[config.mk]
export PLATFORM = sky130hd
export DESIGN_NAME = multicycle_ctrl
export DESIGN_NICKNAME = d
export VERILOG_FILES = /design/src/rtl/multicycle_pkg.sv /design/src/rtl/multicycle_out_decode.sv /design/src/rtl/multicycle_ctrl.sv
export SDC_FILE = /design/constraint.sdc
export NUM_CORES = 1
export LEC_CHECK = 0
export CAP_MARGIN = 5
export CORE_UTILIZATION = 50
export CTS_CLUSTER_SIZE = 30
export DETAILED_ROUTE_END_ITERATION = 10
export GPL_ROUTABILITY_DRIVEN = 0
export PLACE_DENSITY = 0.92
export SYNTH_ARGS = -nofsm -noshare
export SYNTH_HDL_FRONTEND = slang
export SYNTH_SLANG_ARGS = --single-unit
[constraint.sdc]
create_clock -name clk -period 3.4 [get_ports clk]
set_input_delay 0.68 -clock clk [delete_from_list [all_inputs] [get_ports clk]]
set_output_delay 0.68 -clock clk [all_outputs]
set_load 0.02 [all_outputs]
[src/rtl/multicycle_pkg.sv]
// Shared encodings for the multi-cycle RV32 control FSM: states, opcodes,
// ALUOp and datapath select codes, plus the decoded control word.
package multicycle_pkg;

   localparam logic [3:0] S_FETCH     = 4'd0;
   localparam logic [3:0] S_DECODE    = 4'd1;
   localparam logic [3:0] S_MEM_ADDR  = 4'd2;
   localparam logic [3:0] S_MEM_READ  = 4'd3;
   localparam logic [3:0] S_MEM_WB    = 4'd4;
   localparam logic [3:0] S_MEM_WRITE = 4'd5;
   localparam logic [3:0] S_EXEC_R    = 4'd6;
   localparam logic [3:0] S_ALU_WB    = 4'd7;
   localparam logic [3:0] S_BRANCH    = 4'd8;

   localparam logic [6:0] OP_R   = 7'b0110011;
   localparam logic [6:0] OP_LW  = 7'b0000011;
   localparam logic [6:0] OP_SW  = 7'b0100011;
   localparam logic [6:0] OP_BEQ = 7'b1100011;

   localparam logic [1:0] ALUOP_ADD   = 2'b00;
   localparam logic [1:0] ALUOP_SUB   = 2'b01;
   localparam logic [1:0] ALUOP_FUNCT = 2'b10;

   localparam logic [1:0] SRCA_PC    = 2'b00;
   localparam logic [1:0] SRCA_OLDPC = 2'b01;
   localparam logic [1:0] SRCA_RS1   = 2'b10;

   localparam logic [1:0] SRCB_RS2  = 2'b00;
   localparam logic [1:0] SRCB_IMM  = 2'b01;
   localparam logic [1:0] SRCB_FOUR = 2'b10;

   localparam logic [1:0] RES_ALUOUT = 2'b00;
   localparam logic [1:0] RES_DATA   = 2'b01;
   localparam logic [1:0] RES_ALU    = 2'b10;

   // fetch/branch flag the states whose pc_write/ir_write get gated at the top
   typedef struct packed {
      logic       mem_read;
      logic       mem_write;
      logic       adr_src;
      logic       reg_write;
      logic [1:0] alu_src_a;
      logic [1:0] alu_src_b;
      logic [1:0] alu_op;
      logic [1:0] result_src;
      logic       fetch;
      logic       branch;
   } ctrl_word_t;

   function automatic logic is_legal_op(input logic [6:0] op);
      return (op == OP_R) || (op == OP_LW) || (op == OP_SW) || (op == OP_BEQ);
   endfunction

endpackage

[src/rtl/multicycle_out_decode.sv]
// Pure state-to-control-word decode; unlisted fields and unused states are 0.
module multicycle_out_decode
   import multicycle_pkg::*;
(
   input  logic [3:0] state,
   output ctrl_word_t cw
);

   always_comb begin
      cw = '0;
      case (state)
         S_FETCH: begin
            cw.mem_read   = 1'b1;
            cw.alu_src_a  = SRCA_PC;
            cw.alu_src_b  = SRCB_FOUR;
            cw.alu_op     = ALUOP_ADD;
            cw.result_src = RES_ALU;
            cw.fetch      = 1'b1;
         end
         S_DECODE: begin
            cw.alu_src_a = SRCA_OLDPC;
            cw.alu_src_b = SRCB_IMM;
            cw.alu_op    = ALUOP_ADD;
         end
         S_MEM_ADDR: begin
            cw.alu_src_a = SRCA_RS1;
            cw.alu_src_b = SRCB_IMM;
            cw.alu_op    = ALUOP_ADD;
         end
         S_MEM_READ: begin
            cw.mem_read = 1'b1;
            cw.adr_src  = 1'b1;
         end
         S_MEM_WB: begin
            cw.result_src = RES_DATA;
            cw.reg_write  = 1'b1;
         end
         S_MEM_WRITE: begin
            cw.mem_write = 1'b1;
            cw.adr_src   = 1'b1;
         end
         S_EXEC_R: begin
            cw.alu_src_a = SRCA_RS1;
            cw.alu_src_b = SRCB_RS2;
            cw.alu_op    = ALUOP_FUNCT;
         end
         S_ALU_WB: begin
            cw.result_src = RES_ALUOUT;
            cw.reg_write  = 1'b1;
         end
         S_BRANCH: begin
            cw.alu_src_a  = SRCA_RS1;
            cw.alu_src_b  = SRCB_RS2;
            cw.alu_op     = ALUOP_SUB;
            cw.result_src = RES_ALUOUT;
            cw.branch     = 1'b1;
         end
         default: ;
      endcase
   end

endmodule

[src/rtl/multicycle_ctrl.sv]
// Main control FSM for the multi-cycle RV32 core (R-type, lw, sw, beq).
// state | meaning
// 0 FETCH     | read instruction at PC, PC += 4 on mem_ready
// 1 DECODE    | branch target into ALUOut, dispatch on opcode
// 2 MEM_ADDR  | rs1 + imm effective address
// 3 MEM_READ  | load data, stall until mem_ready
// 4 MEM_WB    | write load data to rd
// 5 MEM_WRITE | store data, stall until mem_ready
// 6 EXEC_R    | rs1 op rs2
// 7 ALU_WB    | write ALUOut to rd
// 8 BRANCH    | compare, take target when zero
module multicycle_ctrl
   import multicycle_pkg::*;
#(
   parameter int CNT_W = 32
) (
   input  logic             clk,
   input  logic             rst,
   input  logic [6:0]       opcode,
   input  logic             zero,
   input  logic             mem_ready,
   output logic             mem_read,
   output logic             mem_write,
   output logic             adr_src,
   output logic             ir_write,
   output logic             pc_write,
   output logic             reg_write,
   output logic [1:0]       alu_src_a,
   output logic [1:0]       alu_src_b,
   output logic [1:0]       ALUOp,
   output logic [1:0]       result_src,
   output logic             illegal,
   output logic [3:0]       state_dbg,
   output logic [CNT_W-1:0] retired
);

   logic [3:0] state;
   logic [3:0] state_nxt;
   logic       retire;
   ctrl_word_t cw;

   multicycle_out_decode u_out_decode (
      .state (state),
      .cw    (cw)
   );

   always_comb begin
      state_nxt = S_FETCH;
      case (state)
         S_FETCH:     state_nxt = mem_ready ? S_DECODE : S_FETCH;
         S_DECODE: begin
            if ((opcode == OP_LW) || (opcode == OP_SW)) state_nxt = S_MEM_ADDR;
            else if (opcode == OP_R)                    state_nxt = S_EXEC_R;
            else if (opcode == OP_BEQ)                  state_nxt = S_BRANCH;
            else                                        state_nxt = S_FETCH;
         end
         S_MEM_ADDR:  state_nxt = (opcode == OP_LW) ? S_MEM_READ : S_MEM_WRITE;
         S_MEM_READ:  state_nxt = mem_ready ? S_MEM_WB : S_MEM_READ;
         S_MEM_WB:    state_nxt = S_FETCH;
         S_MEM_WRITE: state_nxt = mem_ready ? S_FETCH : S_MEM_WRITE;
         S_EXEC_R:    state_nxt = S_ALU_WB;
         S_ALU_WB:    state_nxt = S_FETCH;
         S_BRANCH:    state_nxt = S_FETCH;
         default:     state_nxt = S_FETCH;
      endcase
   end

   // an instruction retires on its last transition back to FETCH
   assign retire = (state == S_MEM_WB) || (state == S_ALU_WB) || (state == S_BRANCH) ||
                   ((state == S_MEM_WRITE) && mem_ready);

   always_ff @(posedge clk) begin
      if (rst) begin
         state   <= S_FETCH;
         retired <= '0;
      end else begin
         state <= state_nxt;
         if (retire) retired <= retired + {{(CNT_W-1){1'b0}}, 1'b1};
      end
   end

   assign mem_read   = cw.mem_read;
   assign mem_write  = cw.mem_write;
   assign adr_src    = cw.adr_src;
   assign reg_write  = cw.reg_write;
   assign alu_src_a  = cw.alu_src_a;
   assign alu_src_b  = cw.alu_src_b;
   assign ALUOp      = cw.alu_op;
   assign result_src = cw.result_src;
   assign ir_write   = cw.fetch & mem_ready;
   assign pc_write   = (cw.fetch & mem_ready) | (cw.branch & zero);
   assign illegal    = (state == S_DECODE) && !is_legal_op(opcode);
   assign state_dbg  = state;

endmodule

Word level (Yosys, flattened, before mapping)
Cells that the tools add are included.

word-level totals
  output and inout port bits = 51
  logic and storage cells = 48
  flip-flop bits (word level) = 36
  bits of input ports = 11

cells by class
  add/subtract/negate cells = 1
  bitwise gates (word level) = 3
  mux-type cells = 16
  reduce and logical (&&, ||, !) cells = 14
  equality and inequality tests = 12

operator list
  cell                     number
  $add A32 B1 Y32 const B  1
  $pmux W6 S5              1
  $pmux W4 S6              1
  $eq A4 B3 Y1 const B     4
  $eq A7 B6 Y1 const B     2
  $mux W4                  3
  $mux W3                  3
  $eq A4 B2 Y1 const B     2
  $eq A7 B2 Y1 const B     1
  $eq A7 B7 Y1 const B     1
  $logic_or A1 B1 Y1       7
  $mux W1                  7
  $reduce_or A2 Y1         3
  $eq A4 B1 Y1 const B     1
  $eq A4 B4 Y1 const B     1
  $logic_not A4 Y1         1
  $pmux W2 S2              1
  $and A1 B1 Y1            2
  $logic_and A1 B1 Y1      2
  $logic_not A1 Y1         1
  $or A1 B1 Y1             1

Longest topological paths before layout
Gate-level depths: netlist of run 1.

  depth in word-level cells = 6
  mapped depth = 7

Cells and area by module
Synthesis of run 1 repeated with hierarchy kept, for this count alone.

unflattened totals
  cells, all modules = 270
  area, all modules = 2,230.9 sq um

by module, submodules not included
  module                 cells an instance  area each (sq um)  sequential area each (sq um)  times used
  multicycle_ctrl        247                2,054.5            720.7                         1
  multicycle_out_decode  23                 176.4              0.0                           1

Worst setup path before layout of run 1
OpenSTA, ideal clock, no wires.

  path type = register to output
  start = register state[1], in the netlist state_dbg[1]
  end = output pc_write
  arrival time = 2.050 ns
  data required time = 2.720 ns
  stages on the path, launching flop included = 5
  slack = 0.670 ns
  buffers on the path = 1
  path through = dfxtp_1 clkbuf_1 nor4_1 and2_1 a21o_1

between the ends
  cells in the longest elaborated chain, start to end = 4

RTL lines
  element                 RTL line                     text
  start, declared         multicycle_ctrl.sv:37        logic [3:0] state;
  start signal, assigned  multicycle_ctrl.sv:77        state <= state_nxt;
  $logic_not A4 Y1        multicycle_out_decode.sv:11  case (state)
  $mux W1                 multicycle_out_decode.sv:11
  $and A1 B1 Y1           -
  net ir_write            multicycle_ctrl.sv:25        output logic ir_write,
  $or A1 B1 Y1            multicycle_ctrl.sv:91        assign pc_write = (cw.fetch & mem_ready) | (cw.branch & zero);
  end, declared           multicycle_ctrl.sv:26        output logic pc_write,

The timed path passes the listed nets, and every way through them passes these cells.

Worst setup path after layout of run 1
  start = register state[3], in the netlist state_dbg[3]
  end = output pc_write

between the ends
  cells in the longest elaborated chain, start to end = 4

RTL lines
  element                                           RTL line
  $eq A4 B4 Y1 or $logic_not A4 Y1 (tied branches)  multicycle_out_decode.sv:11
  $mux W1                                           multicycle_out_decode.sv:11
  $and A1 B1 Y1                                     multicycle_ctrl.sv:91
  $or A1 B1 Y1 (*)                                  multicycle_ctrl.sv:91

Mark *: on every way between the ends. The rest lies on a longest branch, timed or not.

==> impl_metrics.toml, run 1 <==
[clock_network]
clkLatencyLatePin_ns = 0.29
clockBufferDepth = 2
htreeDepth = 2
cts.sinks = 36
numCtsBuffers = 5
root_buffer = "clkbuf_8"
clkTransAtPathRegs_ns = 0.07
cts_setup_buffers = 0
holdBufCountCts = 0
cts_tree = "built"
cts_resized = 0

[placed_design]
dp_slack_ns = 0.438
dp_hpwl_um = 3370
port_buffers = 61

[timing]
max_freq_ghz = 0.327
hold_violations = 0
fin_crit_sh_pct = 90.0
worstMarginPinSlew_ns = 0.796
skew_ns = 0.00784
slew_headroom_pct = 46.4
setup_tns_ns = 0
setup_slack_ns = 0.341
drv_slew = 0
setup_viol = 0
period_needed_ns = 3.06
grt_setup_unrepaired = "false"

[detailed_routing]
drt_iter0_markers = 121
wl_per_cell_um = 13.2
routed_wl_um = 4710
vias = 1972
dr.pass1.iters = 4
vias_per_cell = 5.54
antenna_left = 0
drc = 0

[floorplan]
coreArea_sq_mm = 0.00372
std_cell_rows = 22
dieArea_sq_mm = 0.00420
initial_core_util_pct = 53.1
die_h_um = 64.8
fp.dieW_um = 64.8
io_pins = 62

[synthesis]
postSynthCellCount = 248
synth_ff_type = "dfxtp_1"
synth_area_sq_mm = 0.00197
seq_area_frac_synth_pct = 36.5
ys_async_sr_fraction_pct = 0
synth_top_area_share_pct = 36.5
ys_types = 43
ys_ff_latch = 36
synth.top_cells.by_area = "dfxtp_1 (37%), xor2_1 (8.9%), nor2_1 (7.6%)"
synth_top_area_cell = "dfxtp_1"
synth_edf_count = 0
ys_warn_count = 0
synth.most_common_cell = "nor2_1"
synth.top_cells.by_count = "nor2_1 (40), dfxtp_1 (36), xor2_1 (20)"
syn-num-nets = 260
syn_area_per_cell_sq_um = 7.96

[global_routing]
grt_pass1_vias = 1786
grt_pass1_wl_um = 7710
grt_max_degree = 34
grtUsageTotal_pct = 23.7
grt-ovfl-total = 0
antenna_found_initial = 0

[min_path]
hold-path-cell-count = 2
holdCritPathClass = "reg2reg"

[critical_path]
end_kind = "output pin"
cp.required_ns = 2.72
critPathKind = "reg2out"
startpoint_type = "flip-flop"
crit_path_max_fanout = 13
arrival_ns = 2.38
reg2reg_depth = 5

[pwr]
p_leak_nw = 0.930
finalPower_uw = 855
power_density_mw_per_mm2 = 314
vdd_drop_max_mv = 0.170

[final_layout]
num_antenna_cells = 0
nNetsFinal = 319
syn2layout_area_growth_pct = 37.9
drive_gt1_share_pct = 5.19

[outcome]
outcome = "complete, no violations"

[flow_run]
max_cap_violations = 0
## flip-flops by register name, summed over array words and instances (netlist names)
register	flops
retired	32
state_dbg	4
## worst paths after layout
kind,slack [ns],to,startpoint
hold / removal,0.50,retired[31],retired[31]
setup reg to reg,1.09,retired[31],state_dbg[2]
hold reg to reg,0.50,retired[31],retired[31]
setup / recovery,0.34,pc_write,state_dbg[3]
## through the flow
| stage | hold slack (ns) | cell area (sq um) | util, % | std cells |
|---|---|---|---|---|
| floorplan | 0.551 | 1970 | - | 248 |
| global placement | 0.465 | 2610 | 70.3 | 348 |
| global route | 0.529 | 2720 | 73.2 | 356 |
| finish | 0.504 | 2720 | 73.2 | 356 |
| detailed placement | 0.494 | 2610 | 70.3 | 348 |
| CTS | 0.504 | 2720 | 73.2 | 356 |
## layout make-up
type | count | area [sq um]
multi-input combinational | 194 | 1180
fill | 286 | 996
sequential | 36 | 721
timing repair buffer | 64 | 633
clock buffer | 6 | 72.6
tap | 48 | 60.1
clock inverter | 2 | 35.0
inverter | 6 | 22.5
## cells in the final DEF (no fill, tap or decap), types with 2 or more instances in the layout
| cell | count |
|---|---|
| clkdlybuf4s50_1 | 61 |
| nor2_1 | 40 |
| dfxtp_1 | 36 |
| xor2_1 | 20 |
| nand2_1 | 19 |
| nand3_1 | 19 |
| nor3_1 | 12 |
| nand4_1 | 10 |
| a21oi_1 | 9 |
| xnor2_1 | 7 |
| nor4_1 | 6 |
| inv_1 | 6 |
| o21ai_0 | 6 |
| nand2b_1 | 5 |
| clkbuf_8 | 5 |
| and2_1 | 4 |
| nor2b_1 | 4 |
| and4_1 | 4 |
| or3_1 | 4 |
| nand4b_1 | 3 |
| buf_4 | 3 |
| or4_1 | 2 |
## where the power goes
part	switching (mW)	leakage [nW]	total (mW)	internal [mW]
Sequential	0.00262	0.290	0.425	0.422
Clock	0.154	0.0552	0.371	0.218
Combinational	0.0300	0.585	0.0590	0.0290
Total	0.186	0.930	0.855	0.669
## critical path, stage by stage (launching register included)
cell	delay (ns)
dfxtp_1	0.55
or4b_2	0.70
inv_1	0.13
a21o_1	0.12
clkdlybuf4s50_1	0.59
## layer usage
layer | vias to the layer above | share of wire, % | GRT usage, %
met2 | 52 | 51 | 43.1
met5 | - | 0 | 0
met1 | 926 | 43 | 26.8
met4 | 0 | 1.1 | 7.50
met3 | 7 | 4.5 | 5.81
li1 | 987 | - | -
## logic make-up after synthesis
kind of cell	share of synthesized area, %
DFF	36.5
adders and majority gates	1.14
xor gates and xnor gates	12.0
buffers and inverters	3.87
and+or+nand+nor	37.5
AOI/OAI and AO/OA	9.01
No activity file was read; power rests on OpenSTA's default activity.
==> inputs of run 2 (changes only) <==
Clock period 3.4 ns to 3.87 ns, I/O delays scaled along.
==> run 2 against run 1 <==
Effect of this change: total power shrank 21%; non-clock buffer count down 1; cell area down 1.4%; critical endpoint unchanged; largest cell class unchanged; global-route usage shrank 1.2 points.
==> impl_metrics.toml, run 2 (synthesis results as in run 1) <==
[clock_network]
htreeDepth = 2
cts.sinks = 36
cts_setup_buffers = 0
root_buffer = "clkbuf_8"
clockBufferDepth = 2
numCtsBuffers = 5
clkTransAtPathRegs_ns = 0.07
holdBufCountCts = 0
cts_resized = 0
clkLatencyLatePin_ns = 0.29
cts_tree = "built"

[final_layout]
syn2layout_area_growth_pct = 36.0
num_antenna_cells = 0
regMostFlops = "retired"
drive_gt1_share_pct = 4.58
final_cell_mix = "clkdlybuf4s50_1 (61), nor2_1 (40), dfxtp_1 (36)"
nNetsFinal = 318
fin_util_pct = 72.2
fill_cells = 310
layout.cells.non_filler = 354
final_common_cell = "clkdlybuf4s50_1"
largest_reg_flops = 32

[pwr]
combinationalPowerShare_pct = 7.7
seq_power_share_pct = 55.4
swShare_pct = 23.1
clock_power_share_pct = 36.9
finalPower_uw = 674
p_switching_uw = 156
vdd_drop_max_mv = 0.166
p_int_uw = 519
p_leak_nw = 0.911
power_density_mw_per_mm2 = 251

[floorplan]
coreArea_sq_mm = 0.00372
std_cell_rows = 22
fp.dieW_um = 64.8
dieArea_sq_mm = 0.00420
initial_core_util_pct = 53.1
die_h_um = 64.8
io_pins = 62

[global_routing]
grt_max_degree = 34
grtUsageTotal_pct = 22.5
grt_pass1_vias = 1730
grt_pass1_wl_um = 7370
grt-ovfl-total = 0
antenna_found_initial = 0

[timing]
fin_crit_sh_pct = 81.5
holdWs_ns = 0.504
skew_ns = 0.00770
period_needed_ns = 3.15
drv_slew = 0
setup_viol = 0
hold_violations = 0
slew_headroom_pct = 45.6
setup_tns_ns = 0
grt_setup_unrepaired = "false"
worstMarginPinSlew_ns = 0.809
max_freq_ghz = 0.317

[detailed_routing]
drc = 0
routed_wl_um = 4620
wl_per_cell_um = 13.1
antenna_left = 0
vias_per_cell = 5.59
drt_iter0_markers = 127
vias = 1978
dr.pass1.iters = 4

[critical_path]
rrSetupSlack_ns = 1.53
r2r-end = "retired[31]"
end_kind = "output pin"
crit_path_max_fanout = 13
arrival_ns = 2.38
startpoint_type = "flip-flop"
reg2reg_depth = 5
cp.required_ns = 3.10
critPathKind = "reg2out"
r2r-start = "state_dbg[2]"
startpoint = "state_dbg[3]"
crit_end = "pc_write"

[placed_design]
dp_hpwl_um = 3320
dp.cells = 347
port_buffers = 61

[min_path]
holdCritPathClass = "reg2reg"

[outcome]
outcome = "complete, no violations"

[flow_run]
max_cap_violations = 0
run 2: changes by cell type in the layout (fill, tap and decap cells not counted), sizes merged:
cell    change
buf         -1
bufinv      -1
run 2: layer usage:
layer | routed length (um) | global-route usage, %
met4 | 42 | 6.67
met2 | 2320 | 39.7
met5 | 0 | 0
met1 | 2050 | 26.4
met3 | 213 | 5.81
run 2: final cells by class:
cell class	instances	area (sq um)	area share, %
Sequential cell	36	721	26.9
Inverter	6	22.5	0.840
Timing Repair Buffer	63	626	23.3
Clock inverter	1	5.00	0.187
Multi-Input combinational cell	194	1180	43.8
Tap cell	48	60.1	2.24
Clock buffer	6	72.6	2.71
run 2: worst min-delay path by stage:
stage               cells past startpoint        start          end
detailed placement                      2  retired[23]  retired[23]
floorplan                               2  retired[31]  retired[31]
global route                            2  retired[23]  retired[23]
global placement                        2  retired[31]  retired[31]
finish                                  2  retired[23]  retired[23]
CTS                                     2  retired[23]  retired[23]
run 2: through the flow:
stage | setup WS [ns] | cell area [sq um]
6_report | 0.716 | 2680
5_1_grt | 0.601 | 2680
4_1_cts | 0.716 | 2680
3_5_place_dp | 0.715 | 2610
2_1_floorplan | 1.05 | 1970
3_3_place_gp | 0.747 | 2610
run 2: critical path: stages (launching register included):
cell and delay [ns]:
dfxtp_1 0.57, or4b_2 0.71, inv_1 0.11, a21o_1 0.12, clkdlybuf4s50_1 0.59
run 2: power groups by stage:
stage / Clock (mW) / Combinational, mW / Sequential, mW
2_1_floorplan: 0 / 0.0261 / 0.381
3_3_place_gp: 0 / 0.0506 / 0.382
3_5_place_dp: 0 / 0.0520 / 0.382
4_1_cts: 0.253 / 0.0521 / 0.373
5_1_grt: 0.267 / 0.0555 / 0.373
6_report: 0.249 / 0.0521 / 0.374
